## config.mk

```make
export PLATFORM = sky130hd
export DESIGN_NAME = sort_sequencer_flat
export DESIGN_NICKNAME = d
export VERILOG_FILES = /design/src/rtl/sort_sequencer_pkg.sv /design/src/rtl/sort_sequencer_if.sv /design/src/rtl/sort_sequencer_sat_counter16.sv /design/src/rtl/sort_sequencer.sv /design/src/flat_wrapper.sv
export SDC_FILE = /design/constraint.sdc
export NUM_CORES = 1
export LEC_CHECK = 0
export CAP_MARGIN = 20
export CORE_UTILIZATION = 39
export DETAILED_ROUTE_END_ITERATION = 12
export PLACE_DENSITY = 0.73
export SYNTH_ARGS = -nofsm -noshare
export SYNTH_HDL_FRONTEND = slang
export SYNTH_SLANG_ARGS = --single-unit
```

## constraint.sdc

```tcl
create_clock -name clk -period 1.55 [get_ports clk]
set_input_delay 0.31 -clock clk [delete_from_list [all_inputs] [get_ports clk]]
set_output_delay 0.31 -clock clk [all_outputs]
set_load 0.005 [all_outputs]
```

## src/rtl/sort_sequencer_pkg.sv

```systemverilog
// Shared decode constants, FSM state type and SORT decode helper for the control unit.
package sort_sequencer_pkg;

    localparam int unsigned OP_W   = 4;
    localparam int unsigned MODE_W = 2;
    localparam int unsigned CNT_W  = 16;

    localparam logic [OP_W-1:0]   SORT_OPCODE = 4'b0111;
    localparam logic [MODE_W-1:0] MODE_ARITH  = 2'b00;

    typedef enum logic {
        IDLE = 1'b0,
        PH1  = 1'b1
    } sort_state_e;

    // A SORT is a live, condition-passing arithmetic-mode instruction with the SORT opcode.
    function automatic logic decode_sort(input logic              valid,
                                         input logic [MODE_W-1:0] mode,
                                         input logic [OP_W-1:0]   op_code,
                                         input logic              cond_pass);
        return valid & (mode == MODE_ARITH) & (op_code == SORT_OPCODE) & cond_pass;
    endfunction

endpackage

```

## src/rtl/sort_sequencer_if.sv

```systemverilog
// ID-stage SORT control bundle: pipeline side drives the instruction/stall inputs,
// the sequencer returns phase, freeze and status.
interface sort_sequencer_if;
    import sort_sequencer_pkg::*;

    logic              instr_valid;
    logic [OP_W-1:0]   op_code;
    logic [MODE_W-1:0] mode;
    logic              cond_pass;
    logic              hazard;
    logic              flush;
    logic              sort_phase;
    logic              freeze;
    logic              busy;
    logic              done;
    logic [CNT_W-1:0]  sort_count;

    modport master (
        output instr_valid, op_code, mode, cond_pass, hazard, flush,
        input  sort_phase, freeze, busy, done, sort_count
    );

    modport slave (
        input  instr_valid, op_code, mode, cond_pass, hazard, flush,
        output sort_phase, freeze, busy, done, sort_count
    );

endinterface

```

## src/rtl/sort_sequencer_sat_counter16.sv

```systemverilog
// 16-bit counter that increments on inc and sticks at all-ones instead of wrapping.
module sat_counter16
    import sort_sequencer_pkg::*;
(
    input  logic             clk,
    input  logic             rst,
    input  logic             inc,
    output logic [CNT_W-1:0] count
);

    logic [CNT_W-1:0] count_q;
    logic [CNT_W-1:0] count_d;

    always_comb begin
        count_d = count_q;
        if (inc && (count_q != '1)) begin
            count_d = count_q + CNT_W'(1);
        end
    end

    always_ff @(posedge clk or posedge rst) begin
        if (rst) begin
            count_q <= '0;
        end else begin
            count_q <= count_d;
        end
    end

    assign count = count_q;

endmodule

```

## src/rtl/sort_sequencer.sv

```systemverilog
// Two-phase SORT issue sequencer: phase 0 writes min to Rd while freezing fetch,
// phase 1 writes max to Rn; hazard stalls either phase, flush kills the SORT.
module sort_sequencer
    import sort_sequencer_pkg::*;
(
    input  logic           clk,
    input  logic           rst,
    sort_sequencer_if.slave ctl
);

    sort_state_e state_q;
    sort_state_e state_d;

    logic is_sort_c;
    logic sort_phase_c;
    logic freeze_c;
    logic busy_c;
    logic done_c;

    assign is_sort_c = decode_sort(ctl.instr_valid, ctl.mode, ctl.op_code, ctl.cond_pass);

    always_ff @(posedge clk or posedge rst) begin
        if (rst) begin
            state_q <= IDLE;
        end else begin
            state_q <= state_d;
        end
    end

    // cond_pass only matters in IDLE; once in PH1 the SORT completes regardless of SR.
    always_comb begin
        state_d      = state_q;
        sort_phase_c = 1'b0;
        freeze_c     = 1'b0;
        busy_c       = 1'b0;
        done_c       = 1'b0;
        case (state_q)
            IDLE: begin
                freeze_c = is_sort_c & ~ctl.flush;
                if (is_sort_c & ~ctl.hazard & ~ctl.flush) begin
                    state_d = PH1;
                end
            end
            PH1: begin
                sort_phase_c = 1'b1;
                busy_c       = 1'b1;
                freeze_c     = ctl.hazard & ~ctl.flush;
                done_c       = ~ctl.hazard & ~ctl.flush;
                if (~ctl.hazard | ctl.flush) begin
                    state_d = IDLE;
                end
            end
            default: state_d = IDLE;
        endcase
    end

    sat_counter16 u_count (
        .clk   (clk),
        .rst   (rst),
        .inc   (done_c),
        .count (ctl.sort_count)
    );

    assign ctl.sort_phase = sort_phase_c;
    assign ctl.freeze     = freeze_c;
    assign ctl.busy       = busy_c;
    assign ctl.done       = done_c;

endmodule

```

## src/flat_wrapper.sv

```systemverilog
// flat-port wrapper written by rule: the top's interface ports become plain ports
module sort_sequencer_flat import sort_sequencer_pkg::*;
  (clk, rst, ctl_instr_valid, ctl_op_code, ctl_mode, ctl_cond_pass, ctl_hazard, ctl_flush, ctl_sort_phase, ctl_freeze, ctl_busy, ctl_done, ctl_sort_count);
  sort_sequencer_if ctl_i ();
  input  logic clk;
  input  logic rst;
  input wire logic [$bits(ctl_i.instr_valid)-1:0] ctl_instr_valid;
  input wire logic [$bits(ctl_i.op_code)-1:0] ctl_op_code;
  input wire logic [$bits(ctl_i.mode)-1:0] ctl_mode;
  input wire logic [$bits(ctl_i.cond_pass)-1:0] ctl_cond_pass;
  input wire logic [$bits(ctl_i.hazard)-1:0] ctl_hazard;
  input wire logic [$bits(ctl_i.flush)-1:0] ctl_flush;
  output wire logic [$bits(ctl_i.sort_phase)-1:0] ctl_sort_phase;
  output wire logic [$bits(ctl_i.freeze)-1:0] ctl_freeze;
  output wire logic [$bits(ctl_i.busy)-1:0] ctl_busy;
  output wire logic [$bits(ctl_i.done)-1:0] ctl_done;
  output wire logic [$bits(ctl_i.sort_count)-1:0] ctl_sort_count;
  assign ctl_i.instr_valid = ctl_instr_valid;
  assign ctl_i.op_code = ctl_op_code;
  assign ctl_i.mode = ctl_mode;
  assign ctl_i.cond_pass = ctl_cond_pass;
  assign ctl_i.hazard = ctl_hazard;
  assign ctl_i.flush = ctl_flush;
  assign ctl_sort_phase = ctl_i.sort_phase;
  assign ctl_freeze = ctl_i.freeze;
  assign ctl_busy = ctl_i.busy;
  assign ctl_done = ctl_i.done;
  assign ctl_sort_count = ctl_i.sort_count;
  sort_sequencer u_core (.clk(clk), .rst(rst), .ctl(ctl_i));
endmodule
```

==> impl_metrics.ini, run 1 <==
[yosys]
synth_top_area_cell = dfrtp_1
synthCells = 81
yosysTopAreaCellShare_pct = 47.1
netlist_area_sq_um = 903
synth.area.top_cells = dfrtp_1, xnor2_1, nor4_4
synthDistinctLibCells = 35
synth_fp_nets = 94
ys_seq_area_share_pct = 47.1
syn_avg_cell_area_sq_um = 11.2
yosysWarnings = 0
ys_ff_latch = 17

[cts]
cts_tree = built
clk_pin_slew_worst_paths_ns = 0.10
clock_latency_ns = 0.30
cts-hold-fix-buffers = 0
cts_buffer_depth = 2
cts_inserted_buffers = 3
cts-root-buf = clkbuf_4
cts_sinks = 17
htreeDepth = 1

[placed_design]
place_ws_ns = -0.583
gp_congestion = 0.785
io_buffers = 31
hpwl_um = 1630
dp_cells = 164
placed_cell_area_sq_mm = 0.00143

[final_layout]
synthToLayoutAreaGrowth_pct = 85.9
nets = 171
postLayoutCellArea_sq_mm = 0.00168
drive_gt1_share_pct = 46.5
final_cells = 185
fin_util_pct = 76.6
antenna_cells = 0

[routing]
dr.pass1.iters = 4
num_vias = 966
drtIter0Drc = 11
antenna_left = 0
viasPerCell = 5.22
avgRoutedWirePerCell_um = 15.6
drt_wl_total_um = 2880
route.detailed.drc = 0

[sta]
slew_headroom_pct = 76.2
whs_ns = 0.306
setup_slack_ns = -0.115
setup_tns_ns = -0.806
final-max-slew-violation-count = 0
finalHoldViolations = 0
rsz0062_at_grt = yes
tightest_slew_ns = 0.355
finalCriticalPeriod_ns = 1.67
fmax_mhz = 601
timing.final.crit_share_pct = 107
setup_viol = 13
fin_skew_ns = 0.00282

[worst_setup_path]
r2r-end = u_core.u_count.count[9]
critical-path-max-stage-delay_ns = 0.40
critPathLaunchType = register
cp.required_ns = 1.74
crit_chain = or3b_4 > buf_6 > nor4_4 > buf_4 > o211ai_1 > xnor2_1
ff2ff_path_depth = 6
arrival_ns = 1.85
critPathKind = register to register
timing.rr.start = u_core.state_q
end_kind = register
reg2reg_slack_ns = -0.12
slowest_stage = or3b_4
crit_fanout = 6

[floorplanning]
coreArea_sq_mm = 0.00219
dieArea_sq_mm = 0.00251
ios = 32
dieWidth_um = 50.1
initial_core_util_pct = 41.2
num_rows = 17
die_h_um = 50.1

[global_routing]
grt_usage_pct = 22.4
grt_pass1_vias = 977
grt.overflow.total = 0
antenna_found_initial = 0
grt_pass1_wl_um = 4200
grt_max_degree = 18

[pwr]
ir_worst_vdd_mv = 0.359
fin_total_pwr_mw = 0.745
leakage_nw = 0.890
p_per_area_mw_per_mm2 = 444

[min_path]
min-delay-path-class = input port to asynchronous set/reset pin

[outcome]
violations = negative setup slack
status = finished, violations left

[job]
max_cap_viol_count = 0
-- registers in the layout, indices dropped and copies added (netlist names) --
register / cells
u_core.state_q: 1
u_core.u_count.count: 16
-- cells in the mapped netlist --
master,instances
dfrtp_1,17
and3_1,1
o2111ai_1,1
nor2_1,4
mux2i_1,1
nor4_1,1
nor2_2,1
nand4_1,4
a31oi_1,3
or3b_1,1
nor4_4,2
nand3_1,3
o211ai_1,1
buf_4,1
nand4b_1,1
ha_1,1
and4_1,2
nor3_1,3
and3_2,1
nor3_2,1
a21oi_1,2
o21ai_0,1
mux2_2,1
inv_1,4
and2b_2,1
or2_1,1
mux2_1,1
xnor2_1,7
nand4_2,1
or2_2,1
or4_4,1
nor4b_1,1
nand2_1,4
xor2_1,4
buf_6,1
-- routing by layer --
metal	global-route usage (%)	wire length [um]	vias to the layer above	share of wire [%]
li1	-	-	444	-
met1	27.1	1200	478	42
met2	37.6	1540	39	54
met3	2.42	89	5	3.1
met4	14.3	46	0	1.6
met5	0	0	-	0
-- cells by family after synthesis --
family,synth area share [%]
flip-flops,47.1
XOR/XNOR,10.7
AND/OR/NAND/NOR,28.0
multiplexers,3.60
adder cells (fa/ha/maj),1.38
buffers and inverters,3.74
AO/OA/AOI/OAI,5.54
-- worst max-delay path: cells and delay by family (launching register included) --
| kind | cells | cell delay, ns |
|---|---|---|
| xor+xnor | 1 | 0.16 |
| compound gates | 1 | 0.13 |
| flops | 1 | 0.37 |
| simple gates | 2 | 0.56 |
| buf+inv | 2 | 0.33 |
-- repair_timing --
action | 4_1_cts | 5_1_grt
endpoints found under the setup margin | 32 | 19
gates resized for setup | 42 | 15
buffers inserted | 10 | 7
hold endpoints to repair | 0 | 0
pin swaps | 16 | 10
-- layout by cell type, fill, tap and decap left out, drive strengths merged, types with 4 or more instances in the layout --
cell	synthesis	layout
clkdlybuf4s50	0	8
xor2	4	4
inv	4	4
nor2	5	5
dlygate4sd2	0	19
nor3	4	4
nand4	5	5
buf	2	45
clkbuf	0	4
nand2	4	4
xnor2	7	7
dfrtp	17	17
-- power breakdown --
part | switching (mW) | internal, mW | total (mW) | leakage, nW
combinational | 0.0171 | 0.0300 | 0.0472 | 0.648
sequential | 0.000431 | 0.444 | 0.444 | 0.227
clock | 0.153 | 0.100 | 0.253 | 0.0150
-- worst max path at each step --
stage                   start                       end  cells past startpoint
2_1_floorplan  u_core.state_q  u_core.u_count.count[11]                      5
3_3_place_gp   ctl_op_code[1]                ctl_freeze                      6
3_5_place_dp   ctl_op_code[3]                ctl_freeze                      6
4_1_cts        ctl_op_code[1]                ctl_freeze                      6
5_1_grt        u_core.state_q   u_core.u_count.count[9]                      6
6_report       u_core.state_q   u_core.u_count.count[9]                      6
-- cell type report --
type / instances / area, sq um
flip-flops and latches: 17 / 425
multi-input cells: 58 / 548
well taps: 28 / 35.0
inverters: 4 / 17.5
clock buffers: 4 / 26.3
fillers: 145 / 512
repair buffers: 74 / 627
(Power assumes the default switching activity.)
==> inputs of run 2 (changes only) <==
- CTS_CLUSTER_SIZE: default -> 14
- MAX_ROUTING_LAYER: default -> met4
==> run 2 against run 1 <==
The flow still finishes with violations (negative setup slack). Largest cell class unchanged. Die area stayed put. Setup slack lost 0.0013 ns. Global-route usage is 0.69 points higher. Non-clock buffer count did not move. Core utilization shrank 0.29 points. Combinational power is essentially flat. Critical path type is now register to output pin. Clock power is essentially flat. Final cell count stayed put. Register-to-register slack hardly changed. Design area decreased by 0.37%. Critical path depth fell by 2.
==> impl_metrics.ini, run 2 (synthesized netlist as in run 1, its figures left out) <==
[outcome]
status = finished, violations left
violations = negative setup slack

[sta]
rsz0062_at_grt = yes
fin_skew_ns = 0.00398
fmax_mhz = 600
slew_headroom_pct = 75.9
finalHoldViolations = 0
setup_slack_ns = -0.117
final-max-slew-violation-count = 0
finalCriticalPeriod_ns = 1.67
timing.final.crit_share_pct = 108
tightest_slew_ns = 0.359
setup_viol = 15

[pwr]
fin_total_pwr_mw = 0.746
comb_power_share_pct = 6.3
leakage_nw = 0.889
switching_share_pct = 23.0
p_int_mw = 0.574
pwr-share-seq_pct = 59.6
switching_power_mw = 0.171
power_frac_clock_pct = 34.1
ir_worst_vdd_mv = 0.490
p_per_area_mw_per_mm2 = 446

[final_layout]
nets = 171
layout_commonest_cell = buf_4
final_cells = 185
antenna_cells = 0
fill_cells = 142
synthToLayoutAreaGrowth_pct = 85.2
postLayoutCellArea_sq_mm = 0.00167
final_cell_mix = buf_4, dlygate4sd2_1, dfrtp_1, clkdlybuf4s50_1, xnor2_1
drive_gt1_share_pct = 46.5
largest_register_ffs = 16

[global_routing]
grt_pass1_vias = 976
grt.overflow.total = 0
grt_max_degree = 18
grt_pass1_wl_um = 4210
antenna_found_initial = 0
grt_usage_pct = 23.1

[placed_design]
io_buffers = 31
placed_cell_area_sq_mm = 0.00143
hpwl_um = 1630
gp_congestion = 0.796
dp_cells = 164

[floorplanning]
die_h_um = 50.1
dieWidth_um = 50.1
coreArea_sq_mm = 0.00219
num_rows = 17
initial_core_util_pct = 41.2
dieArea_sq_mm = 0.00251
ios = 32

[routing]
avgRoutedWirePerCell_um = 15.0
antenna_left = 0
dr.pass1.iters = 4
drtIter0Drc = 36
drt_wl_total_um = 2770
num_vias = 958
route.detailed.drc = 0
viasPerCell = 5.18

[cts]
cts-hold-fix-buffers = 0
cts_inserted_buffers = 3
cts_tree = built
cts-root-buf = clkbuf_4
cts_buffer_depth = 2
clk_pin_slew_worst_paths_ns = 0.10
clock_latency_ns = 0.31
htreeDepth = 1
cts_sinks = 17

[job]
max_cap_viol_count = 0

[worst_setup_path]
cp.required_ns = 1.24
end_kind = output pin
critPathLaunch = u_core.state_q
timing.rr.start = u_core.state_q
crit_fanout = 2
critPathKind = register to output pin
critPathLaunchType = register
arrival_ns = 1.36

[min_path]
min-delay-path-class = input port to asynchronous set/reset pin
run 2: worst paths after layout:
path / slack (ns) / cells after the start / end
max: -0.12 / 4 / ctl_done
min: 0.30 / 3 / u_core.u_count.count[10]
max reg2reg: -0.11 / 6 / u_core.u_count.count[9]
min reg2reg: 0.58 / 1 / u_core.u_count.count[1]
max in group asynchronous: 1.06 / 3 / u_core.u_count.count[0]
min in group clk: 0.41 / 3 / u_core.state_q
run 2: layer usage:
layer	part of all wire [%]	wire length (um)	up-vias	global-route usage, %
met1	43	1180	458	26.7
met4	3.3	91	0	14.3
met2	50	1380	42	38.2
li1	-	-	448	-
met5	0	0	-	-
met3	3.9	108	10	2.42
run 2: final cells by class:
cell class / instances / area, sq um / share of cell area (%)
Timing Repair Buffer: 74 / 623 / 37.2
Multi-Input combinational cell: 58 / 548 / 32.8
Sequential cell: 17 / 425 / 25.4
Tap cell: 28 / 35.0 / 2.09
Clock buffer: 4 / 26.3 / 1.57
Inverter: 4 / 15.0 / 0.898
run 2: per-stage QoR:
step | setup slack (ns) | hold WS (ns) | util (%) | TNS (ns)
floorplan | -0.104 | 0.236 | - | -0.228
global placement | -0.564 | 0.550 | 65.3 | -8.11
detailed placement | -0.583 | 0.558 | 65.3 | -8.65
CTS | -0.149 | 0.322 | 70.8 | -0.573
global route | -0.209 | 0.329 | 76.4 | -2.08
finish | -0.117 | 0.298 | 76.4 | -0.786
run 2: worst max-delay path, stage by stage, from the launching register on:
cell and delay, ns:
dfrtp_1 0.37, or3b_4 0.39, buf_4 0.15, inv_2 0.06
buf_6 0.09
run 2: power by group through the flow:
stage	clock network (mW)	logic (mW)	registers (mW)
2_1_floorplan	0	0.0101	0.453
3_3_place_gp	0	0.0489	0.453
3_5_place_dp	0	0.0500	0.453
4_1_cts	0.251	0.0473	0.444
5_1_grt	0.274	0.0526	0.444
6_report	0.255	0.0469	0.444
run 2: repair_timing:
action	in CTS	in global routing
resized for setup	42	13
pin swaps	16	8
endpoints found under the setup margin	32	19
buffers inserted	10	7
==> edit (settings of run 2) <==
`MODE_W`: 2 -> 4.
--- a/src/rtl/sort_sequencer_pkg.sv
+++ b/src/rtl/sort_sequencer_pkg.sv
@@ -2,7 +2,7 @@
 package sort_sequencer_pkg;
 
     localparam int unsigned OP_W   = 4;
-    localparam int unsigned MODE_W = 2;
+    localparam int unsigned MODE_W = 4;
     localparam int unsigned CNT_W  = 16;
 
     localparam logic [OP_W-1:0]   SORT_OPCODE = 4'b0111;
Ports: changed (resized ctl_mode); port bits go from 32 to 34. No check against the original RTL was run, so the function may have changed too.
==> edit against run 2 <==
The run still ends with negative setup slack left. Register-to-register slack got worse by 0.10 ns. Utilization increased by 8.1 points. Sequential cell count unchanged. Setup slack got worse by 0.13 ns. Power increased by 1.3%. Sequential share of layout area decreased by 3.3 points. Clock power about the same. Worst hold slack improved by 0.017 ns. Synthesized area increased by 8.0%. Synthesized cell count increased by 4.9%. Routed wire length increased by 28%. Cell area increased by 15%. Sequential power about the same. Combinational power increased by 22%. Critical path type is now primary input to flip-flop. Largest cell class unchanged. Largest power group unchanged.
==> edit: results (changes against run 2) <==
DRT iter0 DRCs 21 (was 36); cts repair resizes 65 (was 42); RePlAce Congestion 0.799 (was 0.796); top post-synthesis cells by count dfrtp_1, xor2_1, nand2_1 (was dfrtp_1, xnor2_1); Final setup violation count 17 (was 15); status finished, violations left (unchanged); drt wl/cell 17.9 um (was 15.0 um); M2 GR Usage 0.536 (was 0.382); clock-net power 254 uW (was 255 uW); worst vdd ir 0.342 mV (was 0.490 mV); met2 wire len 1.91 mm (was 1.38 mm); Synth cell types 30 (was 35); metal3 WL 145 um (was 108 um); GR Layer Usage met3 0.0351 (was 0.0242); multiplexer area fraction after synthesis 0.0115 (was 0.0360); register area share after synthesis 0.436 (was 0.471); switch share 0.231 (was 0.230); Synth area leaders dfrtp_1, xor2_1, nor4_4 (was dfrtp_1, xnor2_1, nor4_4); layout cells sized above 1 0.485 (was 0.465); post-DR vias/cell 5.21 (was 5.18); GRT Total Usage 0.303 (was 0.231); violations in the final reports negative setup slack (unchanged); vias in the first global route 1089 (was 976); final net count 185 (was 171); Synth Area in Compound Gates 0.0282 (was 0.0554); FF-to-FF End u_core.u_count.count[14]$_DFFE_PP0P_ (was u_core.u_count.count[9]$_DFFE_PP0P_); Leak 0.000986 uW (was 0.000889 uW); Final Skew 0.0124 ns (was 0.00398 ns); Net Count, Synth 100 (was 94); setup ws final -0.242 ns (was -0.117 ns); CP max FO 6 (was 2); global-route wire length before repair 5.70 mm (was 4.21 mm); Post-CTS Setup Inserts 16 (was 10); fill count 122 (was 142); r2r setup slk -0.21 ns (was -0.11 ns); highest cell delay on the worst timing path 0.49 ns (was 0.39 ns); CP Capture Type flip-flop (was output pin); Global Route met1 Usage 0.364 (was 0.267); Inserted Clock Buffers 3 (unchanged); Setup WS pre-CTS -0.613 ns (was -0.583 ns); Final HPWL DP 1.97 mm (was 1.63 mm); xor and xnor area share after synthesis 0.126 (was 0.107)
==> edit: cell count changes after synthesis, moves of 3 or more <==
cell and delta:
nand2_1 +4, nor2_1 -3, xnor2_1 -6, xor2_1 +9
==> edit: layout make-up <==
cell class	count	share of cell area
flip-flops and latches	17	0.221
inverters	2	0.00391
repair buffers	84	0.395
multi-input cells	62	0.348
well taps	28	0.0182
clock buffers	4	0.0137
==> edit: per-stage QoR <==
step	hold WS, ns	instances	power (uW)	area, um2	setup TNS [ns]
floorplan	0.236	85	462	1000	-1.12
global placement	0.549	172	504	1550	-7.07
detailed placement	0.548	172	505	1550	-7.60
CTS	0.320	194	758	1880	-1.69
global route	0.350	197	774	1920	-3.06
finish	0.315	197	755	1920	-2.49
==> edit: cell families after synthesis <==
group | count (synthesis)
AO/OA/AOI/OAI | 4
XOR/XNOR | 14
adder cells (fa/ha/maj) | 1
buffers and inverters | 6
flip-flops | 17
multiplexers | 1
AND/OR/NAND/NOR | 42
